File: config.mk
export PLATFORM = sky130hd
export DESIGN_NAME = muldiv_sched
export DESIGN_NICKNAME = d
export VERILOG_FILES = /design/src/rtl/muldiv_sched.sv
export SDC_FILE = /design/constraint.sdc
export NUM_CORES = 2
export LEC_CHECK = 0
export ABC_AREA = 0
export BUFFER_PORTS_ARGS = -buffer_cell sky130_fd_sc_hd__buf_2
export CORE_ASPECT_RATIO = 0.9
export CORE_MARGIN = 2
export CORE_UTILIZATION = 30
export CTS_CLUSTER_SIZE = 12
export DETAILED_ROUTE_END_ITERATION = 8
export GPL_TIMING_DRIVEN = 0
export PLACE_DENSITY = 0.45
export SLEW_MARGIN = 10
export SYNTH_ARGS = -nofsm -noshare
export SYNTH_HDL_FRONTEND = slang
export SYNTH_SLANG_ARGS = --single-unit
File: constraint.sdc
create_clock -name clk -period 12.8 [get_ports clk]
set_input_delay 0.64 -clock clk [delete_from_list [all_inputs] [get_ports clk]]
set_output_delay 0.64 -clock clk [all_outputs]
set_load 0.02 [all_outputs]
File: src/rtl/muldiv_sched.sv
// muldiv_sched: sequencing controller for the HI/LO multiply/divide unit.
// It accepts one MULT/MULTU/DIV/DIVU request at a time. A multiply takes a
// single-cycle product stage. A divide runs a 32-step restoring divider.
// Results are committed to HI/LO together when the operation completes.
// A flush cancels in-flight work, so a flushed instruction never writes HI/LO.
//
// Ports:
//   clk, resetn          clock (rising edge), asynchronous active-low reset
//   req_valid/req_ready  request handshake; req_op is one-hot
//                        [0] mult, [1] multu, [2] div, [3] divu
//                        (multi-hot resolves with [0] > [1] > [2] > [3])
//   req_src1/req_src2    rs / rt operands
//   flush                cancels the operation in progress
//   wr_hi/wr_lo/wr_data  MTHI / MTLO writes
//   busy                 operation in progress
//   done                 one-cycle pulse: HI/LO hold the new result
//   hi/lo                architectural HI and LO registers
module muldiv_sched #(
    parameter logic [31:0] DIV_ZERO_Q = 32'hFFFF_FFFF,
    parameter logic [31:0] HILO_RST   = 32'h0000_0000
) (
    input  logic        clk,
    input  logic        resetn,
    input  logic        req_valid,
    input  logic [3:0]  req_op,
    input  logic [31:0] req_src1,
    input  logic [31:0] req_src2,
    output logic        req_ready,
    input  logic        flush,
    input  logic        wr_hi,
    input  logic        wr_lo,
    input  logic [31:0] wr_data,
    output logic        busy,
    output logic        done,
    output logic [31:0] hi,
    output logic [31:0] lo
);

    typedef enum logic [2:0] {
        S_IDLE, S_MUL, S_DIV_PREP, S_DIV_RUN, S_DIV_FIX, S_DONE
    } state_t;

    state_t      state_q, state_d;
    logic [31:0] hi_q, hi_d, lo_q, lo_d;
    logic [31:0] src1_q, src1_d, src2_q, src2_d;
    logic [31:0] rem_q, rem_d, quot_q, quot_d, dvsr_q, dvsr_d;
    logic        sgn_q, sgn_d;   // latched operation is signed
    logic        dz_q, dz_d;     // divisor was zero: result bypasses sign fix-up
    logic [4:0]  cnt_q, cnt_d;

    logic        accept, op_is_mul, op_signed;
    logic [31:0] abs1, abs2;
    logic [63:0] mag, prod;
    logic [32:0] shifted;
    logic        ge;
    logic [31:0] diff, q_fix, r_fix;

    assign req_ready = (state_q == S_IDLE) & ~flush;
    assign accept    = req_valid & req_ready & (|req_op);
    assign op_is_mul = req_op[0] | req_op[1];
    // Signed when mult wins, or div wins (multu not present to outrank it).
    assign op_signed = req_op[0] | (req_op[2] & ~req_op[1]);

    // Magnitudes are used for signed ops. 0x8000_0000 maps to itself, which
    // is the correct unsigned magnitude.
    assign abs1 = (sgn_q & src1_q[31]) ? -src1_q : src1_q;
    assign abs2 = (sgn_q & src2_q[31]) ? -src2_q : src2_q;
    assign mag  = {32'b0, abs1} * {32'b0, abs2};
    assign prod = (sgn_q & (src1_q[31] ^ src2_q[31])) ? -mag : mag;

    // Restoring step. The shifted remainder can reach 33 bits. When the trial
    // subtraction succeeds, the result is below the divisor and fits in 32 bits.
    assign shifted = {rem_q, quot_q[31]};
    assign ge      = (shifted >= {1'b0, dvsr_q});
    assign diff    = shifted[31:0] - dvsr_q;

    assign q_fix = (sgn_q & ~dz_q & (src1_q[31] ^ src2_q[31])) ? -quot_q : quot_q;
    assign r_fix = (sgn_q & ~dz_q & src1_q[31]) ? -rem_q : rem_q;

    always_comb begin
        state_d = state_q;
        // A commit below overrides these MT writes.
        hi_d    = wr_hi ? wr_data : hi_q;
        lo_d    = wr_lo ? wr_data : lo_q;
        src1_d  = src1_q;
        src2_d  = src2_q;
        rem_d   = rem_q;
        quot_d  = quot_q;
        dvsr_d  = dvsr_q;
        sgn_d   = sgn_q;
        dz_d    = dz_q;
        cnt_d   = cnt_q;
        case (state_q)
            S_IDLE: begin
                if (accept) begin
                    src1_d  = req_src1;
                    src2_d  = req_src2;
                    sgn_d   = op_signed;
                    state_d = op_is_mul ? S_MUL : S_DIV_PREP;
                end
            end
            S_MUL: begin
                if (flush) begin
                    state_d = S_IDLE;
                end else begin
                    {hi_d, lo_d} = prod;
                    state_d      = S_DONE;
                end
            end
            S_DIV_PREP: begin
                if (flush) begin
                    state_d = S_IDLE;
                end else begin
                    cnt_d  = 5'd0;
                    dvsr_d = abs2;
                    if (src2_q == 32'd0) begin
                        quot_d  = DIV_ZERO_Q;
                        rem_d   = src1_q;
                        dz_d    = 1'b1;
                        state_d = S_DIV_FIX;
                    end else begin
                        quot_d  = abs1;
                        rem_d   = 32'd0;
                        dz_d    = 1'b0;
                        state_d = S_DIV_RUN;
                    end
                end
            end
            S_DIV_RUN: begin
                if (flush) begin
                    state_d = S_IDLE;
                end else begin
                    quot_d = {quot_q[30:0], ge};
                    rem_d  = ge ? diff : shifted[31:0];
                    cnt_d  = cnt_q + 5'd1;
                    if (cnt_q == 5'd31) begin
                        state_d = S_DIV_FIX;
                    end
                end
            end
            S_DIV_FIX: begin
                if (flush) begin
                    state_d = S_IDLE;
                end else begin
                    hi_d    = r_fix;
                    lo_d    = q_fix;
                    state_d = S_DONE;
                end
            end
            S_DONE:  state_d = S_IDLE;
            default: state_d = S_IDLE;
        endcase
    end

    always_ff @(posedge clk or negedge resetn) begin
        if (!resetn) begin
            state_q <= S_IDLE;
            hi_q    <= HILO_RST;
            lo_q    <= HILO_RST;
            src1_q  <= 32'd0;
            src2_q  <= 32'd0;
            rem_q   <= 32'd0;
            quot_q  <= 32'd0;
            dvsr_q  <= 32'd0;
            sgn_q   <= 1'b0;
            dz_q    <= 1'b0;
            cnt_q   <= 5'd0;
        end else begin
            state_q <= state_d;
            hi_q    <= hi_d;
            lo_q    <= lo_d;
            src1_q  <= src1_d;
            src2_q  <= src2_d;
            rem_q   <= rem_d;
            quot_q  <= quot_d;
            dvsr_q  <= dvsr_d;
            sgn_q   <= sgn_d;
            dz_q    <= dz_d;
            cnt_q   <= cnt_d;
        end
    end

    assign busy = (state_q == S_MUL) | (state_q == S_DIV_PREP) |
                  (state_q == S_DIV_RUN) | (state_q == S_DIV_FIX);
    assign done = (state_q == S_DONE);
    assign hi   = hi_q;
    assign lo   = lo_q;

endmodule

# [After elaboration in Yosys (flattened, before gate mapping)]
# Cells that the tools add are included.
[classes] n_addsub=7 n_mul=1 magnitude_cmp=1 eq_ne=10 n_mux=34 n_bitwise=19 reduce_logical=9
[op_table] cell="32-bit two-way mux" n=17
[op_table] cell="32-bit case mux with 2 select lines" n=4
[op_table] cell="32-bit negator" n=4
[op_table] cell="32-bit by 32-bit multiplier with 64-bit output" n=1
[op_table] cell="64-bit two-way mux" n=1
[op_table] cell="64-bit negator" n=1
[op_table] cell="33-bit by 32-bit greater-or-equal comparator with 1-bit output" n=1
[op_table] cell="32-bit logical NOT" n=1
[op_table] cell="32-bit subtractor" n=1
[op_table] cell="3-bit two-way mux" n=6
[op_table] cell="3-bit case mux with 4 select lines" n=1
[op_table] cell="1-bit bitwise AND" n=10
[op_table] cell="5-bit two-way mux" n=2
[op_table] cell="5-bit case mux with 2 select lines" n=1
[op_table] cell="3-bit by 2-bit equality test with 1-bit output, second input constant" n=2
[op_table] cell="3-bit equality test, second input constant" n=2
[op_table] cell="2-bit inequality test, second input constant" n=3
[op_table] cell="2-bit AND reduction" n=3
[op_table] cell="5-bit by 1-bit adder with 5-bit output, second input constant" n=1
[op_table] cell="5-bit equality test, second input constant" n=1
[op_table] cell="1-bit bitwise OR" n=5
[op_table] cell="4-bit OR reduction" n=1
[op_table] cell="3-bit by 1-bit equality test with 1-bit output, second input constant" n=1
[op_table] cell="3-bit logical NOT" n=1
[op_table] cell="8 further kinds" n=10
[word_totals] register_bits=234 input_bits=106 output_inout_bits=67 wordCells=92

# [Longest topological paths before layout]
[logic_depth] depth_word=7 ltp_mapped=43 depth_no_buf=39

# [Least setup slack after synthesis]
# No wires, ideal clock.
[synth_path] path_kind="reg2reg" from="register src1_q[0]" to="register hi_q[27] (netlist: hi[27])" arrival_ns=10.351 t_required_ns=12.669 setup_slack_ns=2.318 path_stages_with_launch=39 period_less_slack_ns=10.482 path_cell_list="dfrtp_1 -> inv_1 -> clkbuf_1 -> ha_1 -> nand3b_1 -> or2_2 -> nand2b_1 -> o31ai_1 -> xor2_1 -> clkbuf_1 -> nor2_1 -> fa_1 -> inv_1 -> fa_1 -> fa_1 -> fa_1 -> inv_1 -> fa_1 -> [3 not listed] -> fa_1 -> inv_1 -> fa_1 -> inv_1 -> ha_1 -> nand4_2 -> or3b_4 -> a211oi_4 -> o21ai_2 -> a32o_2 -> o21a_1 -> xnor2_1 -> nor4_2 -> nand4_1 -> buf_2 -> o21ai_0 -> o31ai_1 -> or3_1"
[synth_via] elab_chain_len=7
[synth_rtl] item="from (decl)" line_no="45" source="logic [31:0] src1_q, src1_d, src2_q, src2_d;"
[synth_rtl] item="from (signal assigned)" line_no="172" source="src1_q <= src1_d;"
[synth_rtl] item="32-bit negator" line_no="66" source="assign abs1 = (sgn_q & src1_q[31]) ? -src1_q : src1_q;"
[synth_rtl] item="32-bit two-way mux (*)" line_no="66"
[synth_rtl] item="32-bit by 32-bit multiplier with 64-bit output (*)" line_no="68" source="assign mag = {32'b0, abs1} * {32'b0, abs2};"
[synth_rtl] item="64-bit negator" line_no="69" source="assign prod = (sgn_q & (src1_q[31] ^ src2_q[31])) ? -mag : mag;"
[synth_rtl] item="64-bit two-way mux (*)" line_no="69"
[synth_rtl] item="32-bit two-way mux (*)" line_no="103" source="if (flush) begin"
[synth_rtl] item="32-bit case mux with 2 select lines (*)" line_no="93" source="case (state_q)"
[synth_rtl] item="via hi_d[27]" line_no="44" source="logic [31:0] hi_q, hi_d, lo_q, lo_d;"
[synth_rtl] item="to (signal assigned)" line_no="170" source="hi_q <= hi_d;"
[synth_rtl] item="to (decl)" line_no="44"
# The timed path passes the listed nets; every way through them passes the cells marked *.
# A chain may end at the register's enable or synchronous reset.

# [Worst setup path in the final report]
[layout_path] from="register src2_q[31]" to="register hi_q[24] (netlist: hi[24])"
[layout_via] elab_chain_len=7
[layout_rtl] item="from (decl)" line_no="45"
[layout_rtl] item="from (signal assigned)" line_no="173" source="src2_q <= src2_d;"
[layout_rtl] item="32-bit negator / 1-bit bitwise AND (equally long branches)" line_no="67" source="assign abs2 = (sgn_q & src2_q[31]) ? -src2_q : src2_q;"
[layout_rtl] item="32-bit two-way mux" line_no="67"
[layout_rtl] item="32-bit by 32-bit multiplier with 64-bit output" line_no="68"
[layout_rtl] item="64-bit negator" line_no="69"
[layout_rtl] item="64-bit two-way mux (*)" line_no="69"
[layout_rtl] item="32-bit two-way mux (*)" line_no="103"
[layout_rtl] item="32-bit case mux with 2 select lines (*)" line_no="93"
[layout_rtl] item="via hi_d[24]" line_no="44"
# Marked as above.

==> impl_metrics.env <==
export IMPL_port_buffers=170
export IMPL_rows=141
export IMPL_placed_cells=8157
export IMPL_fp_dieW_um=432.3
export IMPL_syn_nets=7099
export IMPL_synth_edf_count=0
export IMPL_coreArea_um2=164100
export IMPL_synth_area_top_cells="fa_1, dfrtp_1, ha_1"
export IMPL_routedWlPerCell_um=29.75
export IMPL_report_final_slew_viol_count=0
export IMPL_final_common_cell="inv_1"
export IMPL_maxCapViolCount=0
export IMPL_fin_cells=8228
export IMPL_period_share=0.9768
export IMPL_die_area_um2=168400
export IMPL_synth_main_ff_cell="dfrtp_1"
export IMPL_met2_usage=0.4365
export IMPL_dpl_hpwl_um=208600
export IMPL_routabilityCongestion=1.022
export IMPL_fin_worst_skew_ns=0.04108
export IMPL_grt_max_degree=100
export IMPL_grt_pass1_vias=44800
export IMPL_crit_top_cell="fa_1"
export IMPL_vias=44370
export IMPL_timing_fmax_mhz=79.98
export IMPL_grt_pass1_wl_um=344000
export IMPL_synth_top_area_cell="fa_1"
export IMPL_pre_cts_slack_ns=-1.942
export IMPL_synthArstFlopShare=1.000
export IMPL_htree_levels=1
export IMPL_cts_buffers=28
export IMPL_syn_area_um2=49540
export IMPL_drc_errors=0
export IMPL_grt_antenna_before_repair=13
export IMPL_fin_ws_ns=0.2971
export IMPL_setup_viol=0
export IMPL_grt_use_met1=0.3985
export IMPL_grt_total_usage=0.2897
export IMPL_start_util=0.3019
export IMPL_slowest_stage="clkbuf_1"
export IMPL_synth_top_area_frac=0.3625
export IMPL_grt_busiest_layer="met2"
export IMPL_via_per_inst=5.392
export IMPL_start_kind="flop"
export IMPL_die_h_um=389.5
export IMPL_cts_clk_slew_worst_paths_ns=0.06
export IMPL_clk_path_buf_depth=3
export IMPL_syn2layout_area_growth_pct=12.92
export IMPL_grt_ovfl_total=0
export IMPL_mostFrequentLayoutCells="inv_1, fa_1, nand2_1"
export IMPL_arrival_ns=12.98
export IMPL_cts_root_buf="clkbuf_16"
export IMPL_drive_gt1_frac=0.1002
export IMPL_hold_viol_final=0
export IMPL_status="completed"
export IMPL_syn_area_per_cell_um2=8.550
export IMPL_grtUsageMet3=0.06326
export IMPL_wirelength_um=244800
export IMPL_ant_nets=0
export IMPL_clkLatencyLatePin_ns=0.62
export IMPL_min_period_ns=12.50
export IMPL_slowest_delay_ns=0.92
export IMPL_min_path_type="in2reg"
export IMPL_endpoint_kind="flop"
export IMPL_ys_seq_elements=234
export IMPL_ys_seq_area_frac=0.1182
export IMPL_postSynthCellCount=5794
export IMPL_final_nets=7360
export IMPL_drt_iter0_drc=4566
export IMPL_tritoncts="done"
export IMPL_slew_headroom=0.09976
export IMPL_synth_warnings=0
export IMPL_crit_required_ns=13.28
export IMPL_io_pins=173
export IMPL_cts_sink_count=234
export IMPL_worst_setup_path_type="reg2reg"
export IMPL_yosysUniqueCellTypes=104
export IMPL_dr_pass1_iters=6
export IMPL_worstMarginPinSlew_ns=1.341
export IMPL_crit_fanout=10
[worst max-delay path, delay by kind of cell (launching register included)]
kind,cells,cell delay [ns]
AND/OR/NAND/NOR,5,1.27
XOR/XNOR,2,0.93
adder cells (fa/ha/maj),9,4.86
flip-flops,1,0.32
AO/OA/AOI/OAI,9,2.62
buffers and inverters,7,2.31
[layout make-up]
| class | count | area [µm²] |
|---|---|---|
| clock buffer | 37 | 784.5 |
| inverter | 968 | 3640 |
| clock inverter | 13 | 188.9 |
| multi-input combinational | 4271 | 39700 |
| buffer | 316 | 1401 |
| sequential | 234 | 5859 |
| timing repair buffer | 236 | 1659 |
| fill | 17470 | 108100 |
| antenna | 8 | 20.02 |
| tap | 2145 | 2684 |
[state kept, by name, indices dropped and copies added (netlist names)]
register	count
cnt_q	5
dvsr_q	32
dz_q	1
hi	32
lo	32
quot_q	32
rem_q	32
sgn_q	1
src1_q	32
src2_q	32
state_q	3
[Yosys cell counts (all sizes together) (63+ instances only)]
library cell  instances
xor2                134
nand2               763
a21oi               251
inv                 968
xnor2               166
ha                  302
o21ai               198
nor2                717
dfrtp               234
mux2i                69
nor3                 63
fa                  897
clkbuf              298
[routing by layer]
layer,wire length [µm],share of wire
met1,103100,0.42
met2,105300,0.43
met3,22830,0.093
met4,13570,0.055
met5,0,0
[cell families after synthesis]
| kind of cell | synth area share |
|---|---|
| xor gates and xnor gates | 0.05304 |
| muxes | 0.02788 |
| buffers and inverters | 0.09833 |
| DFF | 0.1182 |
| AOI/OAI and AO/OA | 0.1099 |
| adders and majority gates | 0.4388 |
| and+or+nand+nor | 0.1538 |
[timing repair]
item                                   in CTS  in global routing
pin swaps                                   1                  6
setup endpoints to repair                  37                 34
endpoints found under the hold margin      18                  0
buffers inserted                            2                 15
hold buffers                                1                  0
resized for setup                          85                165
[worst paths after layout]
kind	from	endpoint	slack [ns]	cells after the start
worst max register to register	src2_q[31]	hi[24]	0.30	32
min in group asynchronous	resetn	cnt_q[4]	0.55	2
worst min-delay path	req_src2[30]	src2_q[30]	0.28	2
max in group asynchronous	resetn	src2_q[0]	11.24	3
worst min register to register	dvsr_q[27]	dvsr_q[27]	0.48	2
worst max-delay path	src2_q[31]	hi[24]	0.30	32
[per-stage QoR]
step | setup TNS [ns] | util | area (µm²) | hold slack, ns
floorplan | 0 | - | 49540 | 0.3444
global placement | -57.77 | 0.3235 | 53070 | 0.4653
detailed placement | -46.62 | 0.3300 | 54150 | 0.4724
CTS | 0 | 0.3378 | 55430 | 0.2523
global route | -0.1053 | 0.3408 | 55920 | 0.2787
finish | 0 | 0.3409 | 55940 | 0.2808
Power is not shown: default switching activity piles up to over one toggle a cycle in this logic, so the estimate is an artifact.
